**src/rtl/atm_frame_fifo.sv**
```systemverilog
// atm_frame_fifo
//   16-deep, 20-bit circular FIFO that captures ADC conversion results.
//   Each DONE strobe carries a 16-bit result, a one-hot channel and a
//   frame-end flag. The stored entry is {lastword, ch[2:0], data[15:0]}.
//   A small write-side FSM discards the remainder of a frame once a word
//   of that frame has been lost to overflow.
//
//   state | meaning
//   ------+------------------------------------------------------------
//   RUN   | accepting valid conversions into the FIFO
//   DROP  | overflow hit mid-frame; discard words until a frame-end word
//
// Ports
//   SAMPLE_CLK    in   sole clock, rising edge
//   RST_sync      in   synchronous active-high reset
//   ENSAMP_sync   in   sampling enable; low ignores DONE and forces RUN
//   DONE          in   one-cycle conversion-complete strobe
//   ADC_DATA      in   16-bit conversion result
//   ATMCHSEL_DATA in   one-hot channel select aligned with DONE
//   LASTWORD      in   frame-end flag aligned with DONE
//   RD_EN         in   read request
//   CLR_FLAGS     in   clears OVF and CHERR
//   RD_DATA       out  last entry read {lastword, ch, data}
//   RD_VALID      out  RD_DATA updated this cycle
//   EMPTY, FULL   out  registered occupancy flags
//   LEVEL         out  occupancy 0..16
//   OVF           out  sticky overflow
//   CHERR         out  sticky invalid-channel error
//   FRAME_CNT     out  completed frames written, modulo 256
module atm_frame_fifo (
  input  logic        SAMPLE_CLK,
  input  logic        RST_sync,
  input  logic        ENSAMP_sync,
  input  logic        DONE,
  input  logic [15:0] ADC_DATA,
  input  logic [7:0]  ATMCHSEL_DATA,
  input  logic        LASTWORD,
  input  logic        RD_EN,
  input  logic        CLR_FLAGS,
  output logic [19:0] RD_DATA,
  output logic        RD_VALID,
  output logic        EMPTY,
  output logic        FULL,
  output logic [4:0]  LEVEL,
  output logic        OVF,
  output logic        CHERR,
  output logic [7:0]  FRAME_CNT
);

  typedef enum logic {ST_RUN, ST_DROP} wr_state_t;

  wr_state_t   state;
  logic [19:0] mem [16];
  logic [3:0]  wr_ptr;
  logic [3:0]  rd_ptr;
  logic [2:0]  ch_idx;
  logic        ch_valid;
  logic        good_done;
  logic        bad_done;
  logic        has_space;
  logic        rd_accept;
  logic        wr_accept;
  logic        ovf_event;
  logic [4:0]  level_nxt;

  always_comb begin
    ch_idx = 3'd0;
    for (int i = 0; i < 8; i++) begin
      if (ATMCHSEL_DATA[i]) ch_idx = i[2:0];
    end
  end

  assign ch_valid  = $onehot(ATMCHSEL_DATA);
  assign good_done = ENSAMP_sync && DONE && ch_valid;
  assign bad_done  = ENSAMP_sync && DONE && !ch_valid;
  assign rd_accept = RD_EN && (LEVEL != 5'd0);
  // When full, a read in the same cycle frees the head slot, so the write
  // may land there; the array read below still sees the old head value.
  assign has_space = !FULL || RD_EN;
  assign wr_accept = good_done && (state == ST_RUN) && has_space;
  assign ovf_event = good_done && (state == ST_RUN) && !has_space;

  always_comb begin
    level_nxt = LEVEL;
    case ({wr_accept, rd_accept})
      2'b10:   level_nxt = LEVEL + 5'd1;
      2'b01:   level_nxt = LEVEL - 5'd1;
      default: level_nxt = LEVEL;
    endcase
  end

  always_ff @(posedge SAMPLE_CLK) begin
    if (wr_accept && !RST_sync) begin
      mem[wr_ptr] <= {LASTWORD, ch_idx, ADC_DATA};
    end
  end

  always_ff @(posedge SAMPLE_CLK) begin
    if (RST_sync) begin
      state     <= ST_RUN;
      wr_ptr    <= 4'd0;
      rd_ptr    <= 4'd0;
      LEVEL     <= 5'd0;
      EMPTY     <= 1'b1;
      FULL      <= 1'b0;
      RD_DATA   <= 20'd0;
      RD_VALID  <= 1'b0;
      OVF       <= 1'b0;
      CHERR     <= 1'b0;
      FRAME_CNT <= 8'd0;
    end else begin
      LEVEL    <= level_nxt;
      EMPTY    <= (level_nxt == 5'd0);
      FULL     <= (level_nxt == 5'd16);
      RD_VALID <= rd_accept;

      if (wr_accept) begin
        wr_ptr <= wr_ptr + 4'd1;
        if (LASTWORD) FRAME_CNT <= FRAME_CNT + 8'd1;
      end

      if (rd_accept) begin
        RD_DATA <= mem[rd_ptr];
        rd_ptr  <= rd_ptr + 4'd1;
      end

      // A new error event wins over a simultaneous clear.
      if (ovf_event)      OVF <= 1'b1;
      else if (CLR_FLAGS) OVF <= 1'b0;

      if (bad_done)       CHERR <= 1'b1;
      else if (CLR_FLAGS) CHERR <= 1'b0;

      if (!ENSAMP_sync) begin
        state <= ST_RUN;
      end else begin
        case (state)
          ST_RUN:  if (ovf_event && !LASTWORD) state <= ST_DROP;
          ST_DROP: if (good_done && LASTWORD)  state <= ST_RUN;
          default: state <= ST_RUN;
        endcase
      end
    end
  end

endmodule

```
**config.mk**
```make
export PLATFORM = sky130hd
export DESIGN_NAME = atm_frame_fifo
export DESIGN_NICKNAME = d
export VERILOG_FILES = /design/src/rtl/atm_frame_fifo.sv
export SDC_FILE = /design/constraint.sdc
export NUM_CORES = 1
export LEC_CHECK = 0
export ABC_AREA = 1
export CAP_MARGIN = 20
export CORE_MARGIN = 2
export CORE_UTILIZATION = 48
export DETAILED_ROUTE_END_ITERATION = 7
export GPL_TIMING_DRIVEN = 1
export PLACE_DENSITY = 0.73
export SLEW_MARGIN = 0
export SYNTH_ARGS = -nofsm -noshare
export SYNTH_HDL_FRONTEND = slang
export SYNTH_SLANG_ARGS = --single-unit
export TNS_END_PERCENT = 30
```
**constraint.sdc**
```tcl
create_clock -name SAMPLE_CLK -period 17.1 [get_ports SAMPLE_CLK]
set_clock_uncertainty 0.1 [all_clocks]
set_input_delay 3.42 -clock SAMPLE_CLK [delete_from_list [all_inputs] [get_ports SAMPLE_CLK]]
set_output_delay 3.42 -clock SAMPLE_CLK [all_outputs]
set_load 0.01 [all_outputs]
```
; Word-level counts from Yosys, hierarchy flattened
; Memories as Yosys holds them, arrays and structs flattened. A register that Yosys moved wholly into a read port is not among the register bits.
; Index checks and enable logic that the tools add are counted.
[op_classes]
n_addsub = 12
bitwise_logic = 2
n_eq_ne = 4
n_mux = 16
n_reduce_logical = 22
[ops]
columns = op, count
row1 = 3-bit 2-to-1 mux, 6
row2 = 1-bit logical AND, 10
row3 = 5-bit case mux with 2 select lines, 1
row4 = 1-bit by 1-bit adder with 2-bit output, 4
row5 = "4-bit by 1-bit adder with 4-bit output, second input constant", 2
row6 = "8-bit by 1-bit adder with 8-bit output, second input constant", 1
row7 = 1-bit 2-to-1 mux, 8
row8 = 2-bit by 2-bit adder with 3-bit output, 2
row9 = "5-bit by 1-bit adder with 5-bit output, second input constant", 1
row10 = "5-bit == test, second input constant", 1
row11 = 1-bit logical NOT, 5
row12 = 5-bit logical NOT, 1
row13 = 5-bit nonzero test, 1
row14 = "5-bit by 1-bit subtractor with 5-bit output, second input constant", 1
row15 = 3-bit by 3-bit adder with 4-bit output, 1
row16 = "4-bit by 1-bit == test with 1-bit output, second input constant", 1
row17 = 2-bit nonzero test, 2
row18 = "2-bit by 1-bit == test with 1-bit output, second input constant", 1
row19 = "2-bit == test, second input constant", 1
row20 = 1-bit NOT, 2
row21 = 1-bit case mux with 2 select lines, 1
row22 = 2-bit AND reduction, 1
row23 = 2-bit OR reduction, 1
row24 = 1-bit logical OR, 1
[word_totals]
out_inout_bits = 38
elab_cells = 67
reg_bits = 27
inputBits = 31
ramBits = 320
mem_count = 1
[mem_list]
columns = name, words, word_bits, rd, rd_ports_with_merged_regs, wr, line_no
row1 = mem, 16, 20, 1, 1, 1, 53  ; logic [19:0] mem [16];

; Longest topological paths before layout
[depth]
ltp_word = 10
mapped_depth = 25
mapped_depth_nobuf = 25

; Worst setup path before layout
; Ideal clock, no wire load.
[synth_path]
kind = input port to flip-flop
start = input port ATMCHSEL_DATA[0]
end = memory mem[0][0], enable pin
path_slack_ns = 9.355
required_time_ns = 16.603
arrival_ns = 7.249
path_buffers = 0
setup_ns = 0.397
path_stages = 16
cell_sequence = inv_1 -> fa_1 -> fa_1 -> fa_1 -> inv_1 -> ha_1 -> inv_1 -> fa_1 -> nand2_1 -> nor2_2 -> nand3_1 -> nor2_2 -> nand2_2 -> nor2_2 -> nand2_1 -> nor2_1
[synth_via]
elab_chain_len = 10
[synth_lines]
columns = item, line_no
row1 = from (decl), 36  ; input logic [7:0] ATMCHSEL_DATA,
row2 = 1-bit by 1-bit adder with 2-bit output (implied by the code), 73  ; assign ch_valid = $onehot(ATMCHSEL_DATA);
row3 = 2-bit by 2-bit adder with 3-bit output (implied by the code), 73
row4 = 3-bit by 3-bit adder with 4-bit output (implied by the code), 73
row5 = 4-bit by 1-bit == test with 1-bit output, 73
row6 = 1-bit logical AND, 74  ; assign good_done = ENSAMP_sync && DONE && ch_valid;
row7 = 1-bit logical AND (2 in series), 80  ; assign wr_accept = good_done && (state == ST_RUN) && has_space;
row8 = 1-bit logical AND, 93  ; if (wr_accept && !RST_sync) begin
row9 = 1-bit 2-to-1 mux, 93
row10 = 1-bit 2-to-1 mux (implied by the code), 94  ; mem[wr_ptr] <= {LASTWORD, ch_idx, ADC_DATA};
row11 = to (decl), 53
; Every way passes these cells.

; Worst setup path after layout
[layout_path]
start = input port ATMCHSEL_DATA[0]
end = memory mem[11][16], enable pin
; Same word-level chain as after synthesis.

==> flow_metrics.py <==
metrics = {
    "synthesis": {
        "synthesis.area_per_instance_um2": 11.19,
        "postSynthRegisterBits": 367,
        "synthAdderAreaFrac_pct": 1.735,
        "syn_inst": 1354,
        "synth_xor_area_share_pct": 0.3469,
        "synth_cell_types": 30,
        "muxShareOfSynthArea_pct": 0.06608,
        "sequential_share_of_the_synthesized_area_pct": 69.65,
        "mappedNetlistArea_mm2": 0.01515,
        "synth-warning-count": 0,
        "synth_compound_area_share_pct": 7.253,
        "post_synth_and_or_nand_nor_area_fraction_pct": 16.59,
        "synth_top_family_by_area": "simple AND/OR/NAND/NOR gates",
        "syn_nets": 1403,
    },
    "sta": {
        "share_of_the_clock_period_used_by_the_worst_path_after_layout_pct": 48.70,
        "hold_violations": 0,
        "timing.final.crit_period_ps": 8328,
        "setup_tns_ps": 0,
        "worst-slew-pin-transition_ps": 1095,
        "max_freq_mhz": 120.1,
        "headroom_to_the_max_slew_limit_pct": 26.95,
        "timing.final.max_slew_violations": 0,
        "report.final.setup_viol": 0,
        "rsz0062_at_grt": "false",
    },
    "grt": {
        "pin_count_of_the_biggest_net_entering_global_routing": 87,
        "grt-ovfl-total": 0,
        "global_route.usage.met2_pct": 36.00,
        "grt_antenna_before_repair": 0,
        "grt_first_pass_wirelength_mm": 56.19,
        "first_global_vias": 10125,
        "groute.layer.met3.usage_pct": 3.269,
        "gr-usage-met1_pct": 29.94,
        "busiest_layer": "met2",
        "grt_use_total_pct": 22.04,
    },
    "place": {
        "port-buffer-count": 68,
        "place_hpwl_mm": 21.07,
        "place_congestion": 0.8068,
        "numPlacedInstances": 1760,
    },
    "routing": {
        "drt_pre_antenna_iters": 6,
        "detail_route.vias_per_cell": 5.601,
        "ant_nets": 0,
        "drc": 0,
        "routed_wl_mm": 36.48,
        "drt-initial-drc-count": 1227,
        "wl_per_cell_um": 19.85,
        "vias": 10295,
    },
    "worst_setup_path": {
        "worst-setup-path-type": "in2reg",
        "r2r-end": "EMPTY",
        "cp-start-kind": "input port",
        "r2r_cells": 11,
        "critPathArrivalTime_ps": 8350,
        "worst-endpoint-required_ps": 17120,
        "reg2reg_setup_slack_ps": 13960,
        "worst_setup_path_end_kind": "flop",
        "maximum_fanout_count_along_the_critical_path": 20,
        "worstReg2RegStart": "LEVEL[0]",
    },
    "cts": {
        "cts_max_path_buffers": 3,
        "clk_transition_reported_paths_ps": 60,
        "ctsHoldBuffers": 0,
        "cts-htree-levels": 2,
        "tritoncts.num_buffers": 38,
        "worst_skew_pair.late_latency_ps": 530,
        "numClockSinks": 367,
        "clock_tree.root_cell": "sky130_fd_sc_hd__clkbuf_16",
        "cts.repair_timing.setup_buffer_count": 0,
        "cts_tree": "yes",
        "cts_resized": 0,
    },
    "final_layout": {
        "antenna_cells": 0,
        "final_net_count": 1457,
        "layoutNonFillerInstCount": 1838,
        "post_route_cells_drive_above_1_share_pct": 7.312,
        "most_common_cell_after_layout_fill_and_taps_aside": "sky130_fd_sc_hd__nor2_1",
        "filler_cell_count_in_the_final_layout": 2493,
        "area_growth_pct": 15.88,
        "leading_cell_types_in_the_layout_fill_and_taps_excluded": "sky130_fd_sc_hd__nor2_1, sky130_fd_sc_hd__edfxtp_1, sky130_fd_sc_hd__nand3_1",
    },
    "floorplan": {
        "top_level_ports": 69,
        "placeableCoreArea_mm2": 0.03131,
        "floorplan.die.width_um": 181.6,
        "dieHeight_um": 181.6,
        "initial_core_util_pct": 48.38,
        "floorplan.rows": 65,
        "die_area_mm2": 0.03299,
    },
    "hold_path": {
        "min_delay_worst_endpoint": "CHERR",
        "timing.hold.worst.class": "reg2reg",
        "hold_path.startpoint": "CHERR",
        "hold_path_stages": 2,
    },
    "power": {
        "power.density_cell_area_mw_per_mm2": 130.5,
        "vdd_ir_drop_max_v": 0.00006948,
        "p_leak_uw": 0.006138,
    },
    "outcome": {
        "outcome": "finished clean",
    },
    "job": {
        "drv.max_cap_violation_count": 0,
    },
}
## cells in the mapped netlist, drive strengths merged
| library cell | count | share of area [%] |
|---|---|---|
| nand3b | 2 | 0.099 |
| xnor2 | 1 | 0.058 |
| edfxtp | 320 | 63 |
| inv | 64 | 1.6 |
| nand4 | 3 | 0.12 |
| o211ai | 21 | 1.0 |
| nor3 | 2 | 0.066 |
| clkbuf | 32 | 0.79 |
| a22oi | 1 | 0.050 |
| nor4 | 1 | 0.041 |
| dfxtp | 47 | 6.2 |
| o21ai | 169 | 5.6 |
| a21oi | 16 | 0.53 |
| o21bai | 1 | 0.050 |
| ha | 13 | 1.1 |
| nor2 | 389 | 9.7 |
| mux2i | 1 | 0.066 |
| xor2 | 5 | 0.29 |
| buf | 45 | 2.0 |
| nand3 | 143 | 4.7 |
| nand2 | 73 | 1.8 |
| fa | 5 | 0.66 |
## worst max-delay path, stage by stage
cell and delay (ps):
sky130_fd_sc_hd__clkdlybuf4s50_1 460, sky130_fd_sc_hd__inv_1 50, sky130_fd_sc_hd__fa_1 540, sky130_fd_sc_hd__fa_1 430, sky130_fd_sc_hd__fa_1 440, sky130_fd_sc_hd__inv_1 70, sky130_fd_sc_hd__ha_1 170, sky130_fd_sc_hd__inv_1 70
sky130_fd_sc_hd__fa_1 530, sky130_fd_sc_hd__nand2_1 60, sky130_fd_sc_hd__nor2_2 200, sky130_fd_sc_hd__nand4_1 140, sky130_fd_sc_hd__nor2_2 470, sky130_fd_sc_hd__nand3_1 370, sky130_fd_sc_hd__nor2_2 920
## worst max-delay path by stage
stage	cells past startpoint	slack, ps	start	to
finish	15	8770	ATMCHSEL_DATA[0]	mem[11][16]
global route	15	8430	ATMCHSEL_DATA[0]	mem[11][16]
CTS	15	8680	ATMCHSEL_DATA[0]	mem[15][4]
detailed placement	15	8160	ATMCHSEL_DATA[0]	mem[15][2]
global placement	15	8230	ATMCHSEL_DATA[0]	mem[15][3]
floorplan	16	9350	ATMCHSEL_DATA[0]	mem[0][0]
## area by class of cell
| type | instances | area [um2] | area share, % |
|---|---|---|---|
| flip-flops and latches | 367 | 10560 | 60.15 |
| repair buffers | 91 | 1006 | 5.731 |
| multi-input cells | 846 | 3980 | 22.67 |
| well taps | 402 | 503.0 | 2.865 |
| inverters | 64 | 242.7 | 1.383 |
| clock inverters | 15 | 205.2 | 1.169 |
| clock buffers | 53 | 1059 | 6.030 |
## per-stage QoR
stage | instance area (um2) | hold slack (ps) | power (uW) | util, % | setup WS (ps)
floorplan | 15150 | 366.2 | 1332 | - | 9355
global placement | 16030 | 358.5 | 1455 | 51.20 | 8231
CTS | 17400 | 372.8 | 2301 | 55.56 | 8676
finish | 17550 | 367.0 | 2291 | 56.06 | 8772
detailed placement | 16130 | 367.2 | 1465 | 51.53 | 8162
global route | 17550 | 395.3 | 2389 | 56.06 | 8430
## cell families after synthesis
logic type / Yosys count
adder cells (fa/ha/maj): 18
multiplexers: 1
XOR/XNOR: 6
flip-flops: 367
buffers and inverters: 141
AO/OA/AOI/OAI: 208
AND/OR/NAND/NOR: 613
## registers in the layout, summed over array words and instances (netlist names), 4 cells and up
register and flops:
wr_ptr 4, FRAME_CNT 8, RD_DATA 20, rd_ptr 4, LEVEL 5, mem 320
## report_power, final
part / internal (uW) / switching (uW) / total [uW]
sequential: 995 / 19.7 / 1010
combinational: 146 / 288 / 435
clock: 509 / 333 / 842
## layer usage
metal | part of all wire [%] | vias up
met1 | 41 | 4970
li1 | - | 4800
met5 | 0 | -
met3 | 7.3 | 80
met2 | 48 | 445
met4 | 3.5 | 0
Power figures use the tool's default switching activity.
